### config.mk
export PLATFORM = sky130hd
export DESIGN_NAME = psram_bus_arb
export DESIGN_NICKNAME = d
export VERILOG_FILES = /design/src/rtl/psram_bus_arb.sv
export SDC_FILE = /design/constraint.sdc
export NUM_CORES = 1
export LEC_CHECK = 0
export ABC_AREA = 1
export ABC_CLOCK_PERIOD_IN_PS = 1800
export BUFFER_PORTS_ARGS = -buffer_cell sky130_fd_sc_hd__buf_2
export CAP_MARGIN = 30
export CORE_MARGIN = 2
export CORE_UTILIZATION = 55
export DETAILED_ROUTE_END_ITERATION = 12
export PLACE_DENSITY = 0.76
export SLEW_MARGIN = 20
export SYNTH_ARGS = -nofsm -noshare
export SYNTH_HDL_FRONTEND = slang
export SYNTH_SLANG_ARGS = --single-unit
### constraint.sdc
create_clock -name clk_i -period 1.8 [get_ports clk_i]
set_input_delay 0.36 -clock clk_i [delete_from_list [all_inputs] [get_ports clk_i]]
set_output_delay 0.36 -clock clk_i [all_outputs]
set_load 0.02 [all_outputs]
### src/rtl/psram_bus_arb.sv
// Round-robin arbiter and sequencer for the shared QSPI PSRAM bus.
// Caps each grant at MAX_BEATS and spaces transfers by GAP_CYC idle cycles.
module psram_bus_arb #(
  parameter int NUM_REQ   = 2,
  parameter int MAX_BEATS = 32,
  parameter int GAP_CYC   = 2
) (
  input  logic                       clk_i,
  input  logic                       rst_n_i,
  input  logic [NUM_REQ-1:0]         req_i,
  output logic [NUM_REQ-1:0]         gnt_o,
  output logic [$clog2(NUM_REQ)-1:0] gnt_idx_o,
  output logic                       start_o,
  input  logic                       beat_i,
  output logic                       brk_o,
  input  logic                       done_i,
  output logic                       busy_o
);

  localparam int IW = $clog2(NUM_REQ);
  localparam int CW = (MAX_BEATS > 0) ? $clog2(MAX_BEATS + 1) : 1;
  localparam int GW = (GAP_CYC > 0) ? $clog2(GAP_CYC + 1) : 1;

  localparam logic [CW-1:0] CMAX  = CW'(MAX_BEATS);
  localparam logic [CW-1:0] CSAT  = '1;
  localparam logic [GW-1:0] GLOAD = GW'((GAP_CYC > 0) ? GAP_CYC - 1 : 0);
  localparam logic [IW-1:0] ILAST = IW'(NUM_REQ - 1);

  typedef enum logic [1:0] {
    S_IDLE,
    S_GRANT,
    S_BREAK,
    S_GAP
  } state_e;

  state_e               state_q;
  logic [NUM_REQ-1:0]   gnt_q;
  logic [IW-1:0]        idx_q;
  logic [IW-1:0]        ptr_q;
  logic [IW-1:0]        ptr_d;
  logic [CW-1:0]        cnt_q;
  logic [CW-1:0]        cnt_d;
  logic [GW-1:0]        gap_q;
  logic                 start_q;
  logic                 brk_q;
  logic                 busy_q;
  logic                 sel_vld;
  logic [IW-1:0]        sel_idx;
  logic                 hit_max;

  // Walk downward so the smallest offset from the pointer wins.
  always_comb begin
    sel_vld = |req_i;
    sel_idx = '0;
    for (int k = NUM_REQ - 1; k >= 0; k--) begin
      if (req_i[(int'(ptr_q) + k) % NUM_REQ]) begin
        sel_idx = IW'((int'(ptr_q) + k) % NUM_REQ);
      end
    end
  end

  always_comb begin
    cnt_d = cnt_q;
    if (beat_i && cnt_q != CSAT) begin
      cnt_d = cnt_q + 1'b1;
    end
    hit_max = (MAX_BEATS != 0) && (cnt_d == CMAX);
    ptr_d   = (idx_q == ILAST) ? '0 : idx_q + 1'b1;
  end

  always_ff @(posedge clk_i) begin
    if (!rst_n_i) begin
      state_q <= S_IDLE;
      gnt_q   <= '0;
      idx_q   <= '0;
      ptr_q   <= '0;
      cnt_q   <= '0;
      gap_q   <= '0;
      start_q <= 1'b0;
      brk_q   <= 1'b0;
      busy_q  <= 1'b0;
    end else begin
      start_q <= 1'b0;
      unique case (state_q)
        S_IDLE: begin
          if (sel_vld) begin
            state_q <= S_GRANT;
            gnt_q   <= NUM_REQ'(1) << sel_idx;
            idx_q   <= sel_idx;
            start_q <= 1'b1;
            busy_q  <= 1'b1;
            cnt_q   <= '0;
          end
        end
        S_GRANT, S_BREAK: begin
          if (state_q == S_GRANT) begin
            cnt_q <= cnt_d;
          end
          if (done_i) begin
            gnt_q   <= '0;
            brk_q   <= 1'b0;
            ptr_q   <= ptr_d;
            gap_q   <= GLOAD;
            state_q <= (GAP_CYC == 0) ? S_IDLE : S_GAP;
            busy_q  <= (GAP_CYC != 0);
          end else if (state_q == S_GRANT && hit_max) begin
            state_q <= S_BREAK;
            brk_q   <= 1'b1;
          end
        end
        S_GAP: begin
          if (gap_q == '0) begin
            state_q <= S_IDLE;
            busy_q  <= 1'b0;
          end else begin
            gap_q <= gap_q - 1'b1;
          end
        end
      endcase
    end
  end

  assign gnt_o     = gnt_q;
  assign gnt_idx_o = idx_q;
  assign start_o   = start_q;
  assign brk_o     = brk_q;
  assign busy_o    = busy_q;

endmodule

==> impl_results.md, run 1 <==
- Pwr/cell area: 1320 nW/um^2
- Max Cap Viol: 0
- Slowest-stage cell, CP: dfxtp_1
- CTS tree: yes
- Syn_nets: 158
- Die height: 46.5 um
- Crit path cell chain: inv_1 > ha_4 > inv_2 > nand2_1 > o211ai_2 > buf_4 > a32oi_1 > nor2_1
- Final Wtd Congestion: 0.795
- CTS root buffer: clkbuf_4
- H-Tree Depth: 1
- Wirelength per Cell: 11.1 um
- Layout cell share with drive strength beyond 1: 21.0%
- RSZ-0062 raised after global routing: no
- Top FF cell, synth: dfxtp_1
- Crit share post-route: 91.7%
- Clock transition at the registers of the reported paths: 0.10 ns
- Final Hold Viols: 0
- CTS Buf Count: 3
- CTS Buffer Depth: 2
- Register bit total from synthesis: 17
- Synth Warn #: 0
- Crit path max fanout: 8
- Post-DP HPWL: 1630 um
- Setup violations, final: 0
- Register area share after synthesis: 34.3%
- Worst hold margin: 0.330 ns
- Largest net degree at the start of global routing: 12
- Slew headroom: 77.1%
- Total GRT Usage: 22.9%
- Syn Std Cell Area: 992 um^2
- First-pass GRT wire length: 3490 um
- CP Data Required Time: 1.98 ns
- Clock sinks: 17
- Initial DRC Count: 13
- Chip width: 46.5 um
- Critical path class: register to register
- Post-Syn Instances: 147
- Post-synth EDFFs: 0
- Critical Path Max Stage Delay: 0.39 ns
- Initial DRT Pass Iterations: 4
- Leak pwr: 0.530 nW
- DIE AREA: 2160 um^2
- Vias in the first global route: 852
- Min-Delay Path Class: primary input to register
- Actual slew at the worst max-slew pin: 0.340 ns
- Count of cell types in the netlist: 23
- Setup TNS: 0 ns
- # hold bufs at CTS: 0
- Fmax: 606 MHz
- Asr flop ratio synth: 0%
- Ant. Diodes: 0
- CP arrival: 1.83 ns
- Syn Area/Cell: 6.75 um^2
- Max-slew violations: 0
- Crit path max-delay family: flip-flops
- Most common cell after layout, fill and taps aside: nand2_1
- Drt via density: 5.01
- Initial Utilization: 58.1%
- VDD IR max: 865 uV
- IO Pins: 12
- Outcome: finished, final reports clean
- Clock latency on the worst-skew pair: 0.29 ns
- Fin Clk Skew: 0.00295 ns
- Number of buffers added on ports: 11
- Worst Path Buf+Inv: 3
- Most frequent cells in the layout: 37 x nand2_1, 22 x inv_1, 15 x dfxtp_1, 12 x nor2_1, 12 x a21oi_1
- Core ar.: 1710 um^2
- Antenna violations before repair: 0
- Critical path capture point type: register
- Crit path time final: 1.65 ns
- Remaining global-route overflow: 0
- CP Launch Type: register
- Area delta synth->final: 14.4%
- Row count: 15
- Residual DRC: 0
- Routed WL: 2080 um
- Nets: 174
- Antenna-violating nets left: 0
- DR vias: 937
## cell families (layout without fill, tap and decap cells)
family / Yosys count / count (layout) / synth area share, %
AOI/OAI and AO/OA: 24 / 24 / 13.9
adders and majority gates: 5 / 5 / 6.31
buffers and inverters: 25 / 40 / 9.46
DFF: 17 / 17 / 34.3
and+or+nand+nor: 76 / 76 / 36.1
## synthesized netlist by cell type, types with 2 or more instances
master	instances	area, um^2
nand2_1	37	139
inv_1	23	86.3
dfxtp_1	17	340
nor2_1	14	52.6
a21oi_1	12	60.1
nand3_1	11	55.1
o21ai_0	6	30.0
ha_1	5	62.6
nand2_2	4	25.0
nand3_2	4	40.0
nor3_1	2	10.0
## per-stage QoR
stage | power (W) | util (%) | setup slack, ns | cell area [um^2] | cells
4_1_cts | 0.00142 | 65.0 | 0.0143 | 1110 | 187
2_1_floorplan | 0.00103 | - | 0.204 | 992 | 147
3_5_place_dp | 0.00121 | 63.4 | 0.0275 | 1080 | 183
5_1_grt | 0.00162 | 66.4 | 0.0242 | 1130 | 187
6_report | 0.00150 | 66.4 | 0.149 | 1130 | 187
3_3_place_gp | 0.00119 | 63.4 | 0.164 | 1080 | 183
## power by group
| group | leakage, nW | internal [W] | switching (W) |
|---|---|---|---|
| sequential | 0.140 | 0.000462 | 0.0000477 |
| combinational | 0.372 | 0.000287 | 0.000494 |
| clock | 0.0177 | 0.0000827 | 0.000124 |
| total | 0.530 | 0.000832 | 0.000666 |
## flip-flops by register name, indices dropped and copies added, names as in the netlist
name / count
gap_q: 2
gnt_o: 2
state_q: 2
start_o: 1
ptr_q: 1
cnt_q: 6
brk_o: 1
busy_o: 1
gnt_idx_o: 1
## area by class of cell
type	count	area, um^2
Timing Repair Buffer	12	62.6
Clock buffer	3	22.5
Inverter	24	90.1
Tap cell	25	31.3
Sequential cell	17	343
Fill cell	157	573
Clock inverter	1	5.00
Multi-Input combinational cell	105	581
## per-layer routing
layer	GRT usage, %	up-vias	share of wire, %	wire (um)
li1	-	505	-	-
met1	29.1	412	46	957
met2	39.4	16	50	1040
met3	2.75	4	2.3	48
met4	8.00	0	1.6	33
met5	0	-	0	0
## timing repair
action / in CTS / in global routing
resized for setup: 0 / 7
buffers inserted: 0 / 0
endpoints found under the setup margin: 0 / 7
## path summary, 6_finish.rpt
path / startpoint / end / slack (ns) / cells after the start
max: state_q[0] / cnt_q[2] / 0.15 / 8
min: rst_n_i / state_q[0] / 0.33 / 3
max reg2reg: state_q[0] / cnt_q[2] / 0.15 / 8
min reg2reg: ptr_q / ptr_q / 0.47 / 2
## worst register-to-register path, cell delays in order, from the launching register on
cell      delay (ns)
dfxtp_1         0.39
inv_1           0.10
ha_4            0.29
inv_2           0.08
nand2_1         0.10
o211ai_2        0.17
buf_4           0.19
a32oi_1         0.15
nor2_1          0.06
No activity file was read; power rests on OpenSTA's default activity.
==> run 2: changes to the inputs <==
--- a/config.mk
+++ b/config.mk
@@ -9,10 +9,13 @@
 export ABC_CLOCK_PERIOD_IN_PS = 1800
 export BUFFER_PORTS_ARGS = -buffer_cell sky130_fd_sc_hd__buf_2
 export CAP_MARGIN = 30
+export CELL_PAD_IN_SITES_DETAIL_PLACEMENT = 1
+export CELL_PAD_IN_SITES_GLOBAL_PLACEMENT = 1
 export CORE_MARGIN = 2
-export CORE_UTILIZATION = 55
+export CORE_UTILIZATION = 39
+export CTS_CLUSTER_SIZE = 12
 export DETAILED_ROUTE_END_ITERATION = 12
-export PLACE_DENSITY = 0.76
+export PLACE_DENSITY_LB_ADDON = 0.1
 export SLEW_MARGIN = 20
 export SYNTH_ARGS = -nofsm -noshare
 export SYNTH_HDL_FRONTEND = slang
==> run 2 against run 1 <==
Compared with the run above:
- maximum frequency down 2.3%
- via count up 3.9%
- sequential share of layout area shrank 0.21 points
- non-clock buffer count increased by 2
- wire length rose by 21%
- worst setup slack got worse by 0.039 ns
==> impl_results.md, run 2 (synthesis gave the netlist of run 1 again) <==
- H-Tree Depth: 1 (unchanged)
- Worst hold stages: 3 (unchanged)
- Post-DP Area: 1100 um^2 (+2.0%)
- DRT met1 WL: 1240 um (+30%)
- Min-delay src: rst_n_i
- Routed wl met3: 75 um (+56%)
- Outcome: finished, final reports clean
- Die height: 54.4 um (+17%)
- Row count: 18 (+3)
- CTS Buffer Depth: 2 (unchanged)
- Clock sinks: 17 (unchanged)
- Total GRT Usage: 18.5% (-4.4 points)
- Wirelength per Cell: 13.0 um (+17%)
- R2r setup slk: 0.11 ns (-0.04 ns)
- Reg2Reg Launch Point: state_q[0]
- Ant. Diodes: 0 (unchanged)
- Crit path from: state_q[0]
- Antenna violations before repair: 0 (unchanged)
- Antenna-violating nets left: 0 (unchanged)
- Slowest-stage cell, CP: dfxtp_1
- Crit path cell chain: inv_1 > ha_1 > inv_2 > nand2_1 > o211ai_2 > buf_4 > nor3_1 > a21oi_1 > nor2_1
- Layout cell share with drive strength beyond 1: 20.7% (-0.26 points)
- Vias in the first global route: 882 (+3.5%)
- Top layer in use: met4
- Clock transition at the registers of the reported paths: 0.10 ns (about the same)
- Sw Pwr: 0.000678 W (+1.7%)
- Remaining global-route overflow: 0 (unchanged)
- Initial Utilization: 40.4% (-18 points)
- Crit path max-delay family: buffers and inverters
- CTS root buffer: clkbuf_4
- Routed WL: 2520 um (+21%)
- Met2 Routed Length: 1170 um (+13%)
- DR vias: 974 (+3.9%)
- Post-DP HPWL: 2020 um (+24%)
- Max Cap Viol: 0 (unchanged)
- Fmax: 592 MHz (-2.3%)
- First-pass GRT wire length: 3910 um (+12%)
- Initial DRT Pass Iterations: 4 (unchanged)
- Critical path capture point type: register
- Clock power share: 14.0% (+0.2 points)
- Actual slew at the worst max-slew pin: 0.408 ns (+0.0685 ns)
- Residual DRC: 0 (unchanged)
- Slew headroom: 72.7% (-4.4 points)
- Worst r2r dst: cnt_q[5]
- Core ar.: 2450 um^2 (+44%)
- CTS tree: yes
- Setup ws final: 0.110 ns (-0.0393 ns)
- Initial DRC Count: 3 (-10)
- Combinational cell fraction of total power: 52.5% (+0.4 points)
- CP Launch Type: register
- Crit path max fanout: 8 (unchanged)
- Hold Path End: state_q[0]
- Final Hold Viols: 0 (unchanged)
- RSZ-0062 raised after global routing: no
- Critical Path Max Stage Delay: 0.38 ns (about the same)
- Nets: 176 (+1.1%)
- Critical path class: register to register
- Number of buffers added on ports: 11 (unchanged)
- VDD IR max: 774 uV (-10%)
- Sequential power share: 33.5% (-0.6 points)
- Internal power: 0.000815 W (-2.1%)
- Area delta synth->final: 14.8%
- Design area: 1140 um^2 (+0.33%)
- Min-Delay Path Class: primary input to register
- Post-CTS Setup Bufs: 0 (unchanged)
- R2R cell count: 9 (+1)
- Chip width: 54.4 um (+17%)
- Fin Clk Skew: 0.00864 ns (+0.00570 ns)
- IO Pins: 12 (unchanged)
- Pwr/cell area: 1310 nW/um^2 (-0.71%)
- Final Wtd Congestion: 0.808 (+1.7%)
- Clock latency on the worst-skew pair: 0.29 ns (about the same)
- CTS Buf Count: 3 (unchanged)
- CP arrival: 1.87 ns (+0.04 ns)
- CP Data Required Time: 1.98 ns (about the same)
- Worst hold margin: 0.373 ns (+0.0435 ns)
- Setup violations, final: 0 (unchanged)
- Leak pwr: 0.533 nW (+0.57%)
- DIE AREA: 2960 um^2 (+37%)
- Max-slew violations: 0 (unchanged)
- Worst Path Buf+Inv: 3 (unchanged)
- Filler cells: 346 (+120%)
- Most frequent cells in the layout: 37 x nand2_1, 22 x inv_1, 16 x dfxtp_1, 12 x nor2_1, 12 x a21oi_1
- Crit share post-route: 93.9% (+2.2 points)
- Largest register by flop count: cnt_q
- Drt via density: 5.02 (+0.20%)
- Final core occ: 46.4% (-20 points)
- Largest net degree at the start of global routing: 12 (unchanged)
- Crit path time final: 1.69 ns (+0.0393 ns)
- Most common cell after layout, fill and taps aside: nand2_1
- Switch share: 45.4% (+0.95 points)
- Max FFs per register: 6 (unchanged)
- DP Worst Slack: 0.0257 ns (-0.00185 ns)
## run 2: repair_timing
item                       4_1_cts  5_1_grt
gates resized for setup          0        5
hold buffers                     0        0
setup endpoints to repair        1        9
## run 2: per-stage QoR
step                      total power, W  cells  setup TNS [ns]
final                            0.00149    194               0
after global routing             0.00162    194               0
after CTS                        0.00149    194       -0.000951
after detailed placement         0.00127    190               0
after global placement           0.00123    190               0
after floorplan                  0.00103    147               0
## run 2: layout make-up
| type | count | area [um^2] | area share, % |
|---|---|---|---|
| multi-input combinational | 105 | 566 | 49.7 |
| clock buffer | 4 | 26.3 | 2.31 |
| inverter | 24 | 90.1 | 7.91 |
| sequential | 17 | 342 | 30.0 |
| tap | 30 | 37.5 | 3.30 |
| timing repair buffer | 14 | 77.6 | 6.81 |
## run 2: power groups by stage
| stage | Clock [W] | Combinational, W | Sequential (W) |
|---|---|---|---|
| 3_5_place_dp | 0 | 0.000759 | 0.000507 |
| 4_1_cts | 0.000219 | 0.000768 | 0.000499 |
| 2_1_floorplan | 0 | 0.000481 | 0.000548 |
| 3_3_place_gp | 0 | 0.000726 | 0.000501 |
| 5_1_grt | 0.000232 | 0.000876 | 0.000509 |
| 6_report | 0.000209 | 0.000784 | 0.000499 |
## run 2: worst max path at each step
| stage | to | slack (ns) | cells past startpoint |
|---|---|---|---|
| global placement | cnt_q[5] | 0.15 | 9 |
| finish | cnt_q[5] | 0.11 | 9 |
| floorplan | cnt_q[2] | 0.20 | 8 |
| CTS | cnt_q[1] | -0.001 | 8 |
| global route | cnt_q[5] | 0.009 | 9 |
| detailed placement | cnt_q[1] | 0.03 | 8 |
## run 2: tightest hold or removal path, stage by stage
cell     delay (ns)
buf_2          0.15
nand2_1        0.08
nor2_1         0.03
## run 2: per-layer routing
layer / vias to the layer above / global-route usage, %
met5: - / 0
met4: 0 / 6.67
met3: 4 / 5.19
met2: 12 / 28.3
met1: 452 / 24.5
li1: 506 / -
==> run 3: changes to the inputs <==
--- a/config.mk
+++ b/config.mk
@@ -5,14 +5,14 @@
 export SDC_FILE = /design/constraint.sdc
 export NUM_CORES = 1
 export LEC_CHECK = 0
-export ABC_AREA = 1
+export ABC_AREA = 0
 export ABC_CLOCK_PERIOD_IN_PS = 1800
 export BUFFER_PORTS_ARGS = -buffer_cell sky130_fd_sc_hd__buf_2
 export CAP_MARGIN = 30
 export CELL_PAD_IN_SITES_DETAIL_PLACEMENT = 1
 export CELL_PAD_IN_SITES_GLOBAL_PLACEMENT = 1
 export CORE_MARGIN = 2
-export CORE_UTILIZATION = 39
+export CORE_UTILIZATION = 41
 export CTS_CLUSTER_SIZE = 12
 export DETAILED_ROUTE_END_ITERATION = 12
 export PLACE_DENSITY_LB_ADDON = 0.1
==> run 3 against run 2 <==
Compared with the run above:
- wire length up 12%
- die area shrank 2.4%
- worst setup slack worse by 0.057 ns
- count of clock-buffer cells in the layout unchanged
- critical path type unchanged
==> impl_results.md, run 3 <==
- Outcome: finished, final reports clean
- Top FF cell, synth: dfxtp_1
- Min-Delay Path Class: primary input to register
- Syn Area/Cell: 7.88 um^2 (+17%)
- Pwr/cell area: 1140 nW/um^2 (-13%)
- Max-slew violations: 0 (unchanged)
- Wirelength per Cell: 15.4 um (+18%)
- Crit path time final: 1.75 ns (+0.0569 ns)
- Asr flop ratio synth: 0% (unchanged)
- Initial DRT Pass Iterations: 4 (unchanged)
- Crit share post-route: 97.1% (+3.2 points)
- CTS Buffer Depth: 2 (unchanged)
- CP Data Required Time: 1.97 ns (about the same)
- Min-delay src: rst_n_i
- Nets: 166 (-5.7%)
- Total GRT Usage: 21.3% (+2.9 points)
- IO Pins: 12 (unchanged)
- Top-count cell post-synth: nor2_1
- Area delta synth->final: 21.9%
- Setup violations, final: 0 (unchanged)
- Post-Layout Cell Count: 184 (-5.2%)
- DP Cell Count: 174 (-8.4%)
- Largest net degree at the start of global routing: 15 (+3)
- Crit path from: state_q[0]
- Drt via density: 5.68 (+13%)
- Count of cell types in the netlist: 38 (+65%)
- Largest register by flop count: cnt_q
- CTS root buffer: clkbuf_4
- Design area: 1240 um^2 (+8.8%)
- R2r setup slk: 0.05 ns (-0.06 ns)
- Max FFs per register: 6 (unchanged)
- Residual DRC: 0 (unchanged)
- Max Cap Viol: 0 (unchanged)
- Filler cells: 309 (-11%)
- Syn Std Cell Area: 1020 um^2 (+2.4%)
- Register area share after synthesis: 33.5% (-0.80 points)
- CP Launch Type: register
- DR vias: 1046 (+7.4%)
- Reg2Reg Launch Point: state_q[0]
- Row count: 18 (unchanged)
- Synth cell count leaders: 18 x nor2_1, 17 x dfxtp_1, 13 x a21oi_1, 9 x inv_1, 8 x nand2_1
- Top cell type's share of synthesized area: 33.5% (-0.80 points)
- Register bit total from synthesis: 17 (unchanged)
- Post-synth EDFFs: 0 (unchanged)
- First-pass GRT wire length: 4550 um (+16%)
- # hold bufs at CTS: 0 (unchanged)
- Initial DRC Count: 23 (+20)
- CP arrival: 1.92 ns (+0.05 ns)
- Synth Warn #: 0 (unchanged)
- VDD IR max: 746 uV (-3.7%)
- Remaining global-route overflow: 0 (unchanged)
- Post-DP Area: 1150 um^2 (+3.9%)
- Synth area leaders: dfxtp_1 33%, nor2_1 6.7%, a21oi_1 6.4%
- Ant. Diodes: 0 (unchanged)
- Clock sinks: 17 (unchanged)
- Post-Syn Instances: 129 (-12%)
- H-Tree Depth: 1 (unchanged)
- Fmax: 572 MHz (-3.3%)
- Initial Utilization: 42.2% (+1.7 points)
- Slew headroom: 66.2% (-6.5 points)
- Final Wtd Congestion: 0.746 (-7.7%)
- Final Hold Viols: 0 (unchanged)
- Clock latency on the worst-skew pair: 0.30 ns (about the same)
- Antenna violations before repair: 0 (unchanged)
- Layout cell share with drive strength beyond 1: 28.6% (+7.8 points)
- Worst hold margin: 0.321 ns (-0.0523 ns)
- Clock transition at the registers of the reported paths: 0.10 ns (about the same)
- Vias in the first global route: 977 (+11%)
- CTS Buf Count: 3 (unchanged)
- Syn_nets: 140 (-11%)
- Post-DP HPWL: 2020 um (about the same)
- Die height: 53.8 um (-1.2%)
- Critical path class: register to register
- DIE AREA: 2890 um^2 (-2.4%)
- Leak pwr: 0.505 nW (-5.1%)
- Most frequent cells in the layout: 18 x nor2_1, 15 x dfxtp_1, 15 x buf_4, 13 x a21oi_1, 11 x buf_2
- Most area-hungry cell type in the Yosys netlist: dfxtp_1
- CTS tree: yes
- Number of buffers added on ports: 11 (unchanged)
- Chip width: 53.8 um (-1.2%)
- Critical path capture point type: register
- Most common cell after layout, fill and taps aside: nor2_1
- Actual slew at the worst max-slew pin: 0.506 ns (+0.0981 ns)
- Routed WL: 2830 um (+12%)
- Antenna-violating nets left: 0 (unchanged)
- Crit path max fanout: 5 (-3)
- Fin Clk Skew: 0.00208 ns (-0.00657 ns)
- Core ar.: 2410 um^2 (-1.8%)
- Setup ws final: 0.0528 ns (-0.0569 ns)
- DP Worst Slack: 0.0341 ns (+0.00838 ns)
run 3: area by class of cell:
| cell class | instances | area (um^2) | share of cell area (%) |
|---|---|---|---|
| inverter | 9 | 33.8 | 2.73 |
| tap | 30 | 37.5 | 3.03 |
| multi-input combinational | 97 | 619 | 50.0 |
| sequential | 17 | 343 | 27.7 |
| timing repair buffer | 27 | 179 | 14.4 |
| clock buffer | 4 | 26.3 | 2.12 |
run 3: worst paths after layout:
| check | endpoint | cells past startpoint |
|---|---|---|
| worst max register to register | cnt_q[5] | 8 |
| worst min register to register | ptr_q | 1 |
| worst max-delay path | cnt_q[5] | 8 |
| worst min-delay path | brk_o | 3 |
run 3: worst max-delay path: stages, from the launching register on:
cell	delay [ns]
dfxtp_2	0.35
inv_1	0.08
ha_2	0.18
or3b_4	0.40
o211ai_1	0.12
buf_4	0.19
nor2_1	0.06
a31oi_1	0.17
nor3_1	0.07
run 3: cells by family after synthesis:
| logic type | synth area share [%] |
|---|---|
| AND/OR/NAND/NOR | 26.6 |
| AO/OA/AOI/OAI | 24.8 |
| flip-flops | 33.5 |
| buffers and inverters | 7.02 |
| adder cells (fa/ha/maj) | 6.16 |
| multiplexers | 1.97 |
run 3: stage by stage:
stage / util, % / total power [W] / setup TNS (ns)
final: 51.4 / 0.00141 / 0
after global routing: 51.4 / 0.00152 / -0.0803
after CTS: 48.7 / 0.00129 / 0
after detailed placement: 47.6 / 0.00107 / 0
after global placement: 47.6 / 0.00105 / 0
after floorplan: - / 0.000907 / 0
run 3: timing repair:
item,4_1_cts,5_1_grt
setup endpoints to repair,0,9
resized for setup,0,8
buffers inserted,0,5
run 3: where the power goes:
part / leakage [nW] / internal (W) / switching (W)
logic: 0.351 / 0.000330 / 0.000400
registers: 0.139 / 0.000430 / 0.0000371
clock network: 0.0150 / 0.0000864 / 0.000126
run 3: layer usage:
layer  routed length, um  vias to the layer above  GRT usage, %
met2                1400                       11          35.2
met5                   0                        -             0
met3                  69                        2          6.11
met4                  11                        0          2.56
li1                    -                      519             -
met1                1350                      514          28.3
